==> src/rtl/deque_stream_adapter.sv <==
// deque_stream_adapter
// Request-side controller for a double-ended queue. Two valid/ready request
// streams (front end, back end) are turned into single-cycle push/pop strobes
// for the deque. Pop data returns on per-end valid/ready response streams.
// The adapter tracks occupancy itself and only grants operations that keep
// the deque within 0..MAX_SIZE, so the deque never sees an overflow, an
// underflow or a push+pop at the same end in one cycle.
module deque_stream_adapter #(
    parameter int WORD_WIDTH = 32,
    parameter int MAX_SIZE   = 40,
    parameter int ADDR_WIDTH = $clog2(MAX_SIZE)
) (
    input  logic                  clk,
    input  logic                  rst_n,

    input  logic                  front_req_valid,
    input  logic                  front_req_op,
    input  logic [WORD_WIDTH-1:0] front_req_data,
    output logic                  front_req_ready,

    input  logic                  back_req_valid,
    input  logic                  back_req_op,
    input  logic [WORD_WIDTH-1:0] back_req_data,
    output logic                  back_req_ready,

    output logic                  front_rsp_valid,
    input  logic                  front_rsp_ready,
    output logic [WORD_WIDTH-1:0] front_rsp_data,

    output logic                  back_rsp_valid,
    input  logic                  back_rsp_ready,
    output logic [WORD_WIDTH-1:0] back_rsp_data,

    output logic                  dq_front_push,
    output logic                  dq_front_pop,
    output logic                  dq_back_push,
    output logic                  dq_back_pop,
    output logic [WORD_WIDTH-1:0] dq_front_push_data,
    output logic [WORD_WIDTH-1:0] dq_back_push_data,
    input  logic [WORD_WIDTH-1:0] dq_front_pop_data,
    input  logic [WORD_WIDTH-1:0] dq_back_pop_data,

    output logic [ADDR_WIDTH:0]   count
);

    localparam int CW = ADDR_WIDTH + 1;
    localparam logic [CW-1:0] FULL_CNT    = CW'(MAX_SIZE);
    localparam logic [CW-1:0] NEAR_FULL   = CW'(MAX_SIZE - 1);
    localparam logic [CW-1:0] ONE_CNT     = CW'(1);

    typedef enum logic [1:0] {
        IDLE = 2'd0,
        CAP  = 2'd1,
        RSP  = 2'd2
    } rsp_state_t;

    rsp_state_t    front_state;
    rsp_state_t    back_state;
    logic [CW-1:0] count_q;
    logic          pri;           // conflict winner: 0 = back, 1 = front

    logic front_push_req;
    logic back_push_req;
    logic front_pop_req;
    logic back_pop_req;
    logic has_room;
    logic has_data;
    logic push_conflict;
    logic pop_conflict;
    logic front_push_gnt;
    logic back_push_gnt;
    logic front_pop_gnt;
    logic back_pop_gnt;

    // Occupancy after this cycle's granted operations. Grants are computed so
    // that the result always stays inside 0..MAX_SIZE.
    function automatic logic [CW-1:0] next_count(
        input logic [CW-1:0] cnt,
        input logic          push_a,
        input logic          push_b,
        input logic          pop_a,
        input logic          pop_b
    );
        next_count = cnt + CW'(push_a) + CW'(push_b) - CW'(pop_a) - CW'(pop_b);
    endfunction

    // Request decode. Pops only while that end's response path is idle;
    // pushes regardless of the response state.
    always_comb begin
        front_push_req = front_req_valid && front_req_op;
        back_push_req  = back_req_valid  && back_req_op;
        front_pop_req  = front_req_valid && !front_req_op && (front_state == IDLE);
        back_pop_req   = back_req_valid  && !back_req_op  && (back_state  == IDLE);

        // Eligibility looks only at the registered count: an operation at the
        // opposite end in the same cycle never frees a slot or supplies data.
        has_room = (count_q < FULL_CNT);
        has_data = (count_q != '0);

        // Only one slot left, or only one word left, and both ends want it.
        push_conflict = front_push_req && back_push_req && (count_q == NEAR_FULL);
        pop_conflict  = front_pop_req  && back_pop_req  && (count_q == ONE_CNT);

        front_push_gnt = front_push_req && has_room && !(push_conflict && !pri);
        back_push_gnt  = back_push_req  && has_room && !(push_conflict &&  pri);
        front_pop_gnt  = front_pop_req  && has_data && !(pop_conflict  && !pri);
        back_pop_gnt   = back_pop_req   && has_data && !(pop_conflict  &&  pri);
    end

    // Ready and strobes are forced low while reset is held, since the
    // deque is being reset in the same window.
    always_comb begin
        front_req_ready    = rst_n && (front_push_gnt || front_pop_gnt);
        back_req_ready     = rst_n && (back_push_gnt  || back_pop_gnt);
        dq_front_push      = front_req_valid && front_req_ready &&  front_req_op;
        dq_front_pop       = front_req_valid && front_req_ready && !front_req_op;
        dq_back_push       = back_req_valid  && back_req_ready  &&  back_req_op;
        dq_back_pop        = back_req_valid  && back_req_ready  && !back_req_op;
        dq_front_push_data = front_req_data;
        dq_back_push_data  = back_req_data;
    end

    assign count = count_q;

    // Occupancy tracking and the round-robin conflict priority bit.
    always_ff @(posedge clk or negedge rst_n) begin
        if (!rst_n) begin
            count_q <= '0;
            pri     <= 1'b0;
        end else begin
            count_q <= next_count(count_q, dq_front_push, dq_back_push,
                                  dq_front_pop, dq_back_pop);
            if (push_conflict || pop_conflict) begin
                pri <= ~pri;
            end
        end
    end

    // Front response path: wait one cycle for the deque's registered pop
    // data, capture it, then hold it until the consumer takes it.
    always_ff @(posedge clk or negedge rst_n) begin
        if (!rst_n) begin
            front_state     <= IDLE;
            front_rsp_valid <= 1'b0;
            front_rsp_data  <= '0;
        end else begin
            case (front_state)
                IDLE: begin
                    if (dq_front_pop) begin
                        front_state <= CAP;
                    end
                end
                CAP: begin
                    front_rsp_data  <= dq_front_pop_data;
                    front_rsp_valid <= 1'b1;
                    front_state     <= RSP;
                end
                RSP: begin
                    if (front_rsp_ready) begin
                        front_rsp_valid <= 1'b0;
                        front_state     <= IDLE;
                    end
                end
                default: begin
                    front_rsp_valid <= 1'b0;
                    front_state     <= IDLE;
                end
            endcase
        end
    end

    // Back response path, identical to the front one.
    always_ff @(posedge clk or negedge rst_n) begin
        if (!rst_n) begin
            back_state     <= IDLE;
            back_rsp_valid <= 1'b0;
            back_rsp_data  <= '0;
        end else begin
            case (back_state)
                IDLE: begin
                    if (dq_back_pop) begin
                        back_state <= CAP;
                    end
                end
                CAP: begin
                    back_rsp_data  <= dq_back_pop_data;
                    back_rsp_valid <= 1'b1;
                    back_state     <= RSP;
                end
                RSP: begin
                    if (back_rsp_ready) begin
                        back_rsp_valid <= 1'b0;
                        back_state     <= IDLE;
                    end
                end
                default: begin
                    back_rsp_valid <= 1'b0;
                    back_state     <= IDLE;
                end
            endcase
        end
    end

endmodule

==> config.mk <==
export PLATFORM = sky130hd
export DESIGN_NAME = deque_stream_adapter
export DESIGN_NICKNAME = d
export VERILOG_FILES = /design/src/rtl/deque_stream_adapter.sv
export SDC_FILE = /design/constraint.sdc
export NUM_CORES = 1
export LEC_CHECK = 0
export CORE_ASPECT_RATIO = 0.6
export CORE_UTILIZATION = 35
export DETAILED_ROUTE_END_ITERATION = 10
export GPL_TIMING_DRIVEN = 0
export PLACE_DENSITY = 0.86
export SYNTH_ARGS = -nofsm -noshare
export SYNTH_HDL_FRONTEND = slang
export SYNTH_SLANG_ARGS = --single-unit
==> constraint.sdc <==
create_clock -name clk -period 3.55 [get_ports clk]
set_input_delay 0.5325 -clock clk [delete_from_list [all_inputs] [get_ports clk]]
set_output_delay 0.5325 -clock clk [all_outputs]
set_load 0.01 [all_outputs]
* Word level (Yosys, flattened, before mapping)
Cells that the tools add are included.
** Storage, ports and cells
- Output and inout bits :: 143
- Bits in read-only memories :: 0
- Bits in latches :: 0
- Memories :: 0
- Bits in writable memories :: 0
- Register bits :: 78
- Input bits :: 136
** Operators by class
- Shift operators :: 0
- Equal/unequal tests :: 10
- Divide/modulo/power cells :: 0
- Multipliers :: 0
- Magnitude comparators :: 1
- Reductions and logical operators :: 47
- Bitwise logic cells :: 3
- Muxes and demuxes :: 10
- Add/sub/neg operators :: 4
** Operators by type and width (number)
- logical AND 1 bit :: 30
- adder 7 x 1 -> 7 bit :: 2
- subtractor 7 x 1 -> 7 bit :: 2
- case mux 2 bit (3 select lines) :: 2
- 2-to-1 mux 2 bit :: 4
- != test 2 bit (second input constant) :: 4
- AND reduction 2 bit :: 4
- equality test 7 x 1 -> 1 bit (second input constant) :: 1
- equality test 7 x 6 -> 1 bit (second input constant) :: 1
- zero test 1 bit :: 7
- less-than comparator 7 x 6 -> 1 bit (second input constant) :: 1
- nonzero test 7 bit :: 1
- case mux 1 bit (3 select lines) :: 2
- equality test 2 x 1 -> 1 bit (second input constant) :: 2
- equality test 2 bit (second input constant) :: 2
- zero test 2 bit :: 2
- logical OR 1 bit :: 3
- inverter 1 bit :: 3
- 2-to-1 mux 1 bit :: 2

* Logic depth before layout (Yosys ltp)
- Depth in word-level cells :: 16
- Gate-level depth with buffers :: 14
- Depth with buffers taken out :: 14

* Worst setup path after synthesis
Ideal clock, no wire load.
- Kind :: input port to flip-flop
- Start :: input front_req_op
- End :: register count_q[5] (netlist: count[5])
- Arrival time :: 3.102 ns
- Cell stages on the path :: 12
- Setup slack :: 0.368 ns
- Path buffers :: 0
- Path through :: or4b_4 -> nor2_2 -> a21oi_2 -> or2_1 -> xor2_1 -> fa_1 -> ha_1 -> fa_1 -> a21oi_1 -> nor2_1 -> nor2_1 -> xor2_1
** Between the ends
- Elaborated cells between the ends (all ways) :: 36
- Those cells by class :: add/sub (4); reduce/logical (32)
** RTL lines
- start, declared :: RTL line 17 : input logic front_req_op,
- zero test 1 bit :: RTL line 92 : front_pop_req = front_req_valid && !front_req_op && (front_state == IDLE);
- logical AND 1 bit (2 in series) :: RTL line 92
- logical AND 1 bit (2 in series) :: RTL line 102 : pop_conflict = front_pop_req && back_pop_req && (count_q == ONE_CNT);
- logical AND 1 bit :: RTL line 107 : back_pop_gnt = back_pop_req && has_data && !(pop_conflict && pri);
- zero test 1 bit :: RTL line 107
- logical AND 1 bit :: RTL line 107
- logical OR 1 bit * :: RTL line 114 : back_req_ready = rst_n && (back_push_gnt || back_pop_gnt);
- logical AND 1 bit * :: RTL line 114
- logical AND 1 bit * (2 in series) :: RTL line 118 : dq_back_pop = back_req_valid && back_req_ready && !back_req_op;
- net dq_back_pop :: RTL line 37 : output logic dq_back_pop,
- subtractor 7 x 1 -> 7 bit * :: RTL line 84 : next_count = cnt + CW'(push_a) + CW'(push_b) - CW'(pop_a) - CW'(pop_b);
- end signal, assigned :: RTL line 131 : count_q <= next_count(count_q, dq_front_push, dq_back_push,
- end, declared :: RTL line 59 : logic [CW-1:0] count_q;
Mark *: on every way through the listed nets, which the timed path passes. The rest lies on a longest branch.
A chain may end at the register's enable or synchronous reset.

* Final worst setup path
- Start :: input front_req_op
- End :: register count_q[5] (netlist: count[5])
** Between the ends
- Cells in the longest elaborated chain, start to end :: 16
- Elaborated cells between the ends (all ways) :: 36
- Those cells by class :: add/sub (4); reduce/logical (32)
** RTL lines
- zero test 1 bit :: RTL line 92, 116
- logical AND 1 bit (2 in series) :: RTL line 92
- logical AND 1 bit (2 in series) :: RTL line 102
- logical AND 1 bit :: RTL line 106 : front_pop_gnt = front_pop_req && has_data && !(pop_conflict && !pri);
- zero test 1 bit :: RTL line 106
- logical AND 1 bit :: RTL line 106
- logical OR 1 bit :: RTL line 113 : front_req_ready = rst_n && (front_push_gnt || front_pop_gnt);
- logical AND 1 bit :: RTL line 113
- logical AND 1 bit :: RTL line 115, 116
- logical AND 1 bit :: RTL line 115 : dq_front_push = front_req_valid && front_req_ready && front_req_op;
- adder 7 x 1 -> 7 bit (2 in series) :: RTL line 84
- subtractor 7 x 1 -> 7 bit :: RTL line 84
- subtractor 7 x 1 -> 7 bit * :: RTL line 84
Mark *: on every way between the ends. The rest lies on a longest branch, timed or not.

==> run summary <==
final period utilization - 95.1%
Fin. Hold Viols - 0
clock buffer depth - 2
post-synth top area share - 51.8%
Die X - 136 um
final antenna-violating net count - 0
first-pass GRT wire length - 14.3 mm
Initial DRT Pass Iterations - 4
drt wl/cell - 14.9 um
synth top area cells - dfrtp_1 52%, mux2_2 19%, buf_4 13%
Slew Limit Fails - 0
Async SR Flop Fraction - 100%
Pleak - 2.81 nW
Yosys cell types - 36
Fin Hold WS - 80.8 ps
Initial Utilization - 37.1%
die area - 11200 sq um
largest net degree at the start of global routing - 66
clock root cell - clkbuf_16
critical path class - primary input to flip-flop
CP Capture Type - flip-flop
RSZ-0062 raised after global routing - no
Layout Cells excl Fill - 653
DRT iter0 DRCs - 45
setup TNS - 0 ps
RD Place Congestion - 0.818
Avg Cell Area, Syn - 13.1 sq um
Row Count - 28
Ys Warns - 0
final core occ - 63.1%
CTS tree - done
DR vias - 2853
filler cell count - 797
DP Wirelength - 7.87 mm
worst min path class - primary input to async pin
I/O pins - 279
clock sinks - 78
overall routing resource usage - 17.1%
placed insts - 637
setup bufs post-CTS - 0
clock slew at reported path FFs - 60 ps
Die H - 82.4 um
Clock Skew - 5.28 ps
DRC viols - 0
Final nets - 662
f_max - 296 MHz
Critical R2R Launch - count[4]
cts bufs inserted - 9
Slew headroom - 78.4%
Clock H-tree levels - 3
Slew @ Worst Pin - 324 ps
ys flop type - dfrtp_1
PwrDens - 592 nW/um^2
mapped cell area - 3770 sq um
hold-fix buffers at CTS - 0
CP arrival - 3620 ps
Ant. Diodes - 0
CTS resizes - 0
number of global-route vias before repair - 2874
total gr overflow - 0
Via density - 4.37
CP startpoint - front_req_op
Critical Path RT - 3800 ps
register area share after synthesis - 51.8%
final setup fails - 0
Min Clock Period, post-route - 3370 ps
cells after synthesis - 287
WL final - 9.70 mm
Post-synth EDFFs - 0
antenna violations before repair - 0
max-cap viol count - 0
outcome - complete, no violations
biggest area consumer among synthesized cells - dfrtp_1
Synth Net Count - 436
Area growth, synth to finish - 70.2%
Worst-Skew Late Latency - 330 ps
Setup crit start kind - primary input
IO buf count - 214
#FFs+latches synth - 78
share of layout cells above drive strength 1 - 30.9%
VDD IR max - 0.329 mV
Worst Path Max Fanout - 4
Core ar. - 10200 sq um
## synthesized netlist by cell type, drive strengths merged (2+ instances only)
cell type  count
xor2           3
buf           70
and4b          3
xnor2          3
nor2           5
a21oi          5
nor3           2
o21bai         2
o21ba          2
o21ai          3
inv           11
clkbuf         2
o21a           4
fa             2
nor2b          3
dfrtp         78
a21o           2
mux2          64
nand3          2
ha            11
## where the power goes
| part | internal [mW] | total (mW) | switching, mW |
|---|---|---|---|
| Combinational | 0.970 | 1.57 | 0.600 |
| Sequential | 1.18 | 1.35 | 0.178 |
| Clock | 0.530 | 0.874 | 0.344 |
## worst max-delay path, cell delays in order
cell,delay [ps]
clkdlybuf4s50_1,460
or4b_4,580
nor2_4,120
a21oi_2,100
or2_1,250
xor2_1,160
fa_1,380
ha_1,220
fa_2,360
a21oi_1,130
nor2_1,50
nor2_1,100
xor2_1,160
## placed cells by master, fill, tap and decap left out, types with 4 or more instances in the layout
| master | count |
|---|---|
| dfrtp_1 | 78 |
| clkinvlp_4 | 4 |
| ha_1 | 11 |
| nor2_1 | 4 |
| inv_1 | 11 |
| mux2_2 | 64 |
| buf_2 | 6 |
| buf_4 | 65 |
| a21oi_1 | 4 |
| clkdlybuf4s50_1 | 213 |
| o21a_1 | 4 |
| clkbuf_16 | 9 |
## final cells by class
| cell class | instances | area (sq um) | share of cell area, % |
|---|---|---|---|
| clock inverter | 4 | 30.0 | 0.468 |
| timing repair buffer | 215 | 2170 | 33.8 |
| multi-input combinational | 126 | 1270 | 19.8 |
| inverter | 11 | 41.3 | 0.644 |
| tap | 135 | 169 | 2.63 |
| buffer | 72 | 518 | 8.08 |
| clock buffer | 12 | 267 | 4.16 |
| sequential | 78 | 1950 | 30.4 |
## stage by stage
step / total power [mW] / cell area (sq um) / setup slack (ps)
CTS: 3.85 / 6400 / 85.6
global placement: 2.88 / 6080 / -2710
detailed placement: 2.95 / 6100 / -270
floorplan: 2.05 / 3770 / 368
global route: 4.05 / 6410 / 42.2
finish: 3.80 / 6410 / 175
## kinds of logic (layout without fill, tap and decap cells)
logic type                 after synthesis  in the layout  synth area share (%)
AOI/OAI and AO/OA                       21             21                  4.09
muxes                                   64             64                  19.1
and+or+nand+nor                         22             22                  4.02
buffers and inverters                   83            314                  14.8
DFF                                     78             78                  51.8
xor gates and xnor gates                 6              6                  1.40
adders and majority gates               13             13                  4.72
## flip-flops by register name (all words and copies together) (netlist names)
signal	cells
pri	1
back_rsp_data	32
back_rsp_valid	1
front_rsp_valid	1
front_rsp_data	32
back_state	2
front_state	2
count	7
## final timing paths
path / endpoint / slack [ps] / depth (start not counted)
max: count[5] / 180 / 13
min: front_rsp_data[19] / 80 / 1
max reg2reg: count[5] / 260 / 14
min reg2reg: front_rsp_valid / 490 / 1
max in group asynchronous: back_rsp_data[9] / 2880 / 2
min in group clk: front_rsp_valid / 490 / 1
## routing by layer
metal  share of wire, %  GRT usage, %
met1                 41          20.1
met2                 49          28.8
met3                9.2          7.20
met4               0.81          5.00
met5                  0             0
(Power assumes the default switching activity.)
